[src/rtl/mem_arbiter.sv]
// Shared-memory arbiter between the processor core and the program loader.
// One access at a time: a write takes IDLE->GNT->IDLE, a read takes
// IDLE->GNT->RESP->IDLE. Ties alternate owners unless the loader holds the
// bus lock. Memory read data arrives one cycle after the address.
//
//  state  | meaning
//  -------+-----------------------------------------------------------
//  IDLE   | no access in flight; requests are arbitrated here
//  GNT_C  | core owns the memory port for one cycle
//  GNT_L  | loader owns the memory port for one cycle
//  RESP_C | memory read data for the core is on mem_rdata
//  RESP_L | memory read data for the loader is on mem_rdata
module mem_arbiter #(
    parameter int AW = 32,
    parameter int DW = 32
) (
    input  logic          clk,
    input  logic          clr,
    input  logic          core_req,
    input  logic          core_we,
    input  logic [AW-1:0] core_addr,
    input  logic [DW-1:0] core_wdata,
    output logic          core_gnt,
    output logic          core_rvalid,
    output logic [DW-1:0] core_rdata,
    input  logic          ld_req,
    input  logic          ld_we,
    input  logic          ld_lock,
    input  logic [AW-1:0] ld_addr,
    input  logic [DW-1:0] ld_wdata,
    output logic          ld_gnt,
    output logic          ld_rvalid,
    output logic [DW-1:0] ld_rdata,
    output logic [AW-1:0] mem_addr,
    output logic [DW-1:0] mem_wdata,
    output logic          mem_we,
    input  logic [DW-1:0] mem_rdata,
    output logic          core_stall,
    output logic [15:0]   conflict_cnt
);

    typedef enum logic [2:0] {
        IDLE   = 3'd0,
        GNT_C  = 3'd1,
        GNT_L  = 3'd2,
        RESP_C = 3'd3,
        RESP_L = 3'd4
    } state_t;

    state_t        state;
    state_t        state_nxt;
    logic          last_ld;      // 1: loader was the most recent owner
    logic          last_ld_nxt;
    logic          tie;
    logic [15:0]   conflict_q;
    logic [DW-1:0] core_rdata_q;
    logic [DW-1:0] ld_rdata_q;

    // State and last-owner registers; reset hands the first tie to the core.
    always_ff @(posedge clk or negedge clr) begin
        if (!clr) begin
            state   <= IDLE;
            last_ld <= 1'b1;
        end else begin
            state   <= state_nxt;
            last_ld <= last_ld_nxt;
        end
    end

    // Next-state decode: arbitration in IDLE, fixed sequencing elsewhere.
    always_comb begin
        state_nxt   = state;
        last_ld_nxt = last_ld;
        tie         = 1'b0;
        case (state)
            IDLE: begin
                tie = core_req && ld_req;
                if (core_req && ld_req) begin
                    // Lock wins outright; otherwise the previous non-owner wins.
                    if (ld_lock || !last_ld) state_nxt = GNT_L;
                    else                     state_nxt = GNT_C;
                end else if (ld_req) begin
                    state_nxt = GNT_L;
                end else if (core_req && !ld_lock) begin
                    state_nxt = GNT_C;
                end
            end
            GNT_C: begin
                last_ld_nxt = 1'b0;
                state_nxt   = core_we ? IDLE : RESP_C;
            end
            GNT_L: begin
                last_ld_nxt = 1'b1;
                state_nxt   = ld_we ? IDLE : RESP_L;
            end
            RESP_C:  state_nxt = IDLE;
            RESP_L:  state_nxt = IDLE;
            default: state_nxt = IDLE;
        endcase
    end

    // Memory port is driven only by the current owner; idle value is all zero.
    always_comb begin
        mem_addr  = '0;
        mem_wdata = '0;
        mem_we    = 1'b0;
        if (state == GNT_C) begin
            mem_addr  = core_addr;
            mem_wdata = core_wdata;
            mem_we    = core_we;
        end else if (state == GNT_L) begin
            mem_addr  = ld_addr;
            mem_wdata = ld_wdata;
            mem_we    = ld_we;
        end
    end

    // Saturating tie counter.
    always_ff @(posedge clk or negedge clr) begin
        if (!clr) begin
            conflict_q <= '0;
        end else if (tie && (conflict_q != 16'hFFFF)) begin
            conflict_q <= conflict_q + 16'd1;
        end
    end

    // Read data is captured as the response cycle ends and held afterwards.
    always_ff @(posedge clk or negedge clr) begin
        if (!clr) begin
            core_rdata_q <= '0;
            ld_rdata_q   <= '0;
        end else begin
            if (state == RESP_C) core_rdata_q <= mem_rdata;
            if (state == RESP_L) ld_rdata_q   <= mem_rdata;
        end
    end

    assign core_gnt     = (state == GNT_C);
    assign ld_gnt       = (state == GNT_L);
    assign core_rvalid  = (state == RESP_C);
    assign ld_rvalid    = (state == RESP_L);
    // During the response cycle the live memory data is passed straight through.
    assign core_rdata   = (state == RESP_C) ? mem_rdata : core_rdata_q;
    assign ld_rdata     = (state == RESP_L) ? mem_rdata : ld_rdata_q;
    assign core_stall   = core_req && (state != GNT_C);
    assign conflict_cnt = conflict_q;

endmodule

[config.mk]
export PLATFORM = sky130hd
export DESIGN_NAME = mem_arbiter
export DESIGN_NICKNAME = d
export VERILOG_FILES = /design/src/rtl/mem_arbiter.sv
export SDC_FILE = /design/constraint.sdc
export NUM_CORES = 1
export LEC_CHECK = 0
export CAP_MARGIN = 20
export CORE_AREA = 2 2 122 124
export CTS_CLUSTER_SIZE = 10
export DETAILED_ROUTE_END_ITERATION = 10
export DIE_AREA = 0 0 124 126
export GPL_TIMING_DRIVEN = 1
export PLACE_DENSITY = 0.71
export SETUP_SLACK_MARGIN = 0.2
export SYNTH_ARGS = -nofsm -noshare
export SYNTH_HDL_FRONTEND = slang
export SYNTH_SLANG_ARGS = --single-unit
[constraint.sdc]
create_clock -name clk -period 2.4 [get_ports clk]
set_input_delay 0.24 -clock clk [delete_from_list [all_inputs] [get_ports clk]]
set_output_delay 0.24 -clock clk [all_outputs]
set_load 0.005 [all_outputs]
==> flow_metrics.env <==
export IMPL_dp_cells=865
export IMPL_worstPathRequired_ps=2160
export IMPL_crit_slowest_cell="clkdlybuf4s50_1"
export IMPL_synthFlopType="dfrtp_1"
export IMPL_drt_total_wl_um=18600
export IMPL_antenna_cells=0
export IMPL_synth_area_mm2=0.00403
export IMPL_synthTopCellsByCount="nand2_1, dfrtp_1, a22o_1"
export IMPL_htree_levels=3
export IMPL_die_area_mm2=0.0156
export IMPL_final_layout_size_suffix_gt1_share_pct=27.9
export IMPL_start_util_pct=28.1
export IMPL_cp_common_cell="buf_6"
export IMPL_via_per_inst=4.75
export IMPL_path_clk_slew_ps=60
export IMPL_syn_inst=383
export IMPL_final_min_clock_period_ps=2320
export IMPL_syn_area_per_cell_um2=10.5
export IMPL_dieHeight_um=126
export IMPL_area_delta_synth_final_pct=111
export IMPL_drt_pass1_iter_count=4
export IMPL_drc=0
export IMPL_ir_worst_vdd_v=0.000363
export IMPL_insertion_delay_ps=330
export IMPL_fin_hold_ws_ps=466
export IMPL_synth_top_cell_area_share_pct=51.6
export IMPL_rsz0062_at_grt="yes"
export IMPL_finClkSkew_ps=5.99
export IMPL_maxSlewViolCount=0
export IMPL_cts_root_buf="clkbuf_16"
export IMPL_wl_per_cell_um=19.6
export IMPL_nNetsFinal=932
export IMPL_dp_worst_setup_slack_ps=235
export IMPL_synth_area_leaders="dfrtp_1, a22o_1, nand2_1"
export IMPL_cp_end_kind="primary output"
export IMPL_period_share_pct=96.7
export IMPL_pin_count=317
export IMPL_synth_edf_count=0
export IMPL_fmax_ghz=0.431
export IMPL_hpwl_um=12600
export IMPL_min_delay_path_class="in -> async"
export IMPL_synth_most_common_cell="nand2_1"
export IMPL_gp_congestion=0.954
export IMPL_dr_total_vias=4509
export IMPL_report_final_setup_viol=0
export IMPL_power_density_mw_per_mm2=994
export IMPL_stdcell_count=950
export IMPL_start_kind="register"
export IMPL_grt_pass1_vias=4539
export IMPL_antenna_found_initial=1
export IMPL_rows=44
export IMPL_grt_pass1_wl_um=25900
export IMPL_synth_seq_cells=84
export IMPL_numCtsBuffers=9
export IMPL_grt_max_degree=85
export IMPL_ys_seq_area_share_pct=52.2
export IMPL_syn_num_nets=551
export IMPL_grt_overflow_total=0
export IMPL_synth_cell_types=33
export IMPL_cpPeakStageDelay_ps=490
export IMPL_portBuffers=316
export IMPL_crit_chain="buf_6 -> nor3b_4 -> buf_6 -> buf_16 -> a22o_1 -> clkdlybuf4s50_1"
export IMPL_cpLargestDelayFamily="buffers and inverters"
export IMPL_status="finished, final reports clean"
export IMPL_maxCapViolCount=0
export IMPL_p_leak_nw=4.64
export IMPL_cp_max_fo=16
export IMPL_final_hold_violation_count=0
export IMPL_cts_tree="yes"
export IMPL_yosysWarnings=0
export IMPL_post_route_util_pct=59.5
export IMPL_chipWidth_um=124
export IMPL_crit_buf_inv=4
export IMPL_cp_arrival_ps=2080
export IMPL_ant_nets=0
export IMPL_core_area_mm2=0.0143
export IMPL_worst_pin_slew_ps=454
export IMPL_crit_type="reg -> out"
export IMPL_clock_sinks=84
export IMPL_grt_usage_pct=22.2
export IMPL_synthArstFlopShare_pct=100
export IMPL_finalWorstSetupSlack_ps=78.5
export IMPL_yosys_area_top_type="dfrtp_1"
export IMPL_clockBufferDepth=2
export IMPL_relSlewSlack_pct=69.8
export IMPL_drt_iter0_markers=209
[kinds of logic after synthesis]
| family | share of synthesized area (%) |
|---|---|
| compound gates | 15.8 |
| xor+xnor | 1.96 |
| fa+ha+maj | 0.311 |
| buf+inv | 3.39 |
| flops | 52.2 |
| mux | 10.0 |
| simple gates | 16.4 |
[layout make-up]
cell class | instances | area [µm²]
clock buffer | 11 | 253
fill | 1239 | 5800
tap | 184 | 230
timing repair buffer | 395 | 3950
inverter | 8 | 32.5
sequential | 84 | 2110
multi-input combinational | 266 | 1930
clock inverter | 2 | 12.5
[layer usage]
| metal | wire (µm) | global-route usage, % | share of wire [%] | up-vias |
|---|---|---|---|---|
| li1 | - | - | - | 2114 |
| met1 | 6860 | 24.6 | 37 | 2178 |
| met2 | 10100 | 41.0 | 54 | 188 |
| met3 | 1320 | 6.11 | 7.1 | 29 |
| met4 | 352 | 6.35 | 1.9 | 0 |
| met5 | 0 | 0 | 0 | - |
[power by group]
part           total (W)  switching [W]  internal (W)
sequential       0.00230       0.000261       0.00204
combinational    0.00492        0.00203       0.00289
clock            0.00124       0.000505      0.000737
[placed cells by master (no fill, tap or decap), types with 2 or more instances in the layout]
cell / count
clkdlybuf4s50_1: 183
nand2_1: 106
dfrtp_1: 80
a22o_1: 64
clkbuf_2: 49
dlymetal6s2s_1: 44
buf_4: 43
mux2_4: 22
buf_2: 16
buf_6: 16
mux2_2: 12
nor2_1: 12
clkbuf_16: 12
dlygate4sd2_1: 12
buf_12: 10
buf_16: 9
xor2_1: 8
clkdlybuf4s15_1: 7
inv_1: 6
nor3_1: 4
nand3_1: 4
nor3_2: 4
a21oi_1: 3
dfrtp_2: 3
nor3_4: 2
nor3b_4: 2
nand3b_1: 2
and4_1: 2
nor2b_1: 2
mux2i_1: 2
nand4_1: 2
clkbuf_8: 2
buf_8: 2
[flip-flops by register name, indices dropped and copies added (netlist names)]
signal        cells
ld_rdata_q       32
core_rdata_q     32
conflict_cnt     16
last_ld           1
state             3
[worst register-to-register path, cell delays in order, from the launching register on]
cell	delay, ps
dfrtp_2	430
buf_4	150
buf_4	140
or4b_4	540
or3_4	420
nor3_4	200
nor2_1	60
a21oi_1	110
[worst paths after layout]
| check | startpoint | end | slack [ps] | cells past startpoint |
|---|---|---|---|---|
| min | clr | ld_rdata_q[17]$_DFF_PN0_ | 470 | 3 |
| max | state[2]$_DFFE_PN0P_ | mem_wdata[26] | 80 | 6 |
| max reg2reg | state[2]$_DFFE_PN0P_ | conflict_cnt[14]$_DFFE_PN0P_ | 290 | 7 |
| min reg2reg | core_rdata_q[16]$_DFF_PN0_ | core_rdata_q[16]$_DFF_PN0_ | 470 | 2 |
| min in group clk | core_rdata_q[16]$_DFF_PN0_ | core_rdata_q[16]$_DFF_PN0_ | 470 | 2 |
| max in group asynchronous | clr | core_rdata_q[7]$_DFF_PN0_ | 1570 | 3 |
[per-stage QoR]
| stage | TNS, ps | area [µm²] | total power [W] |
|---|---|---|---|
| detailed placement | 0 | 7430 | 0.00686 |
| global placement | 0 | 7430 | 0.00675 |
| CTS | -13.8 | 8230 | 0.00827 |
| floorplan | 0 | 4030 | 0.00389 |
| global route | -23.5 | 8510 | 0.00897 |
| finish | 0 | 8510 | 0.00846 |
[repair_timing]
action / 4_1_cts / 5_1_grt
pin swaps: 7 / 12
setup endpoints to repair: 132 / 130
buffers inserted: 26 / 33
cloned: 9 / 3
hold endpoints to repair: 83 / 0
gates resized for setup: 158 / 203
hold buffers: 1 / 0
Note: power is estimated with default switching activity, not from simulation.
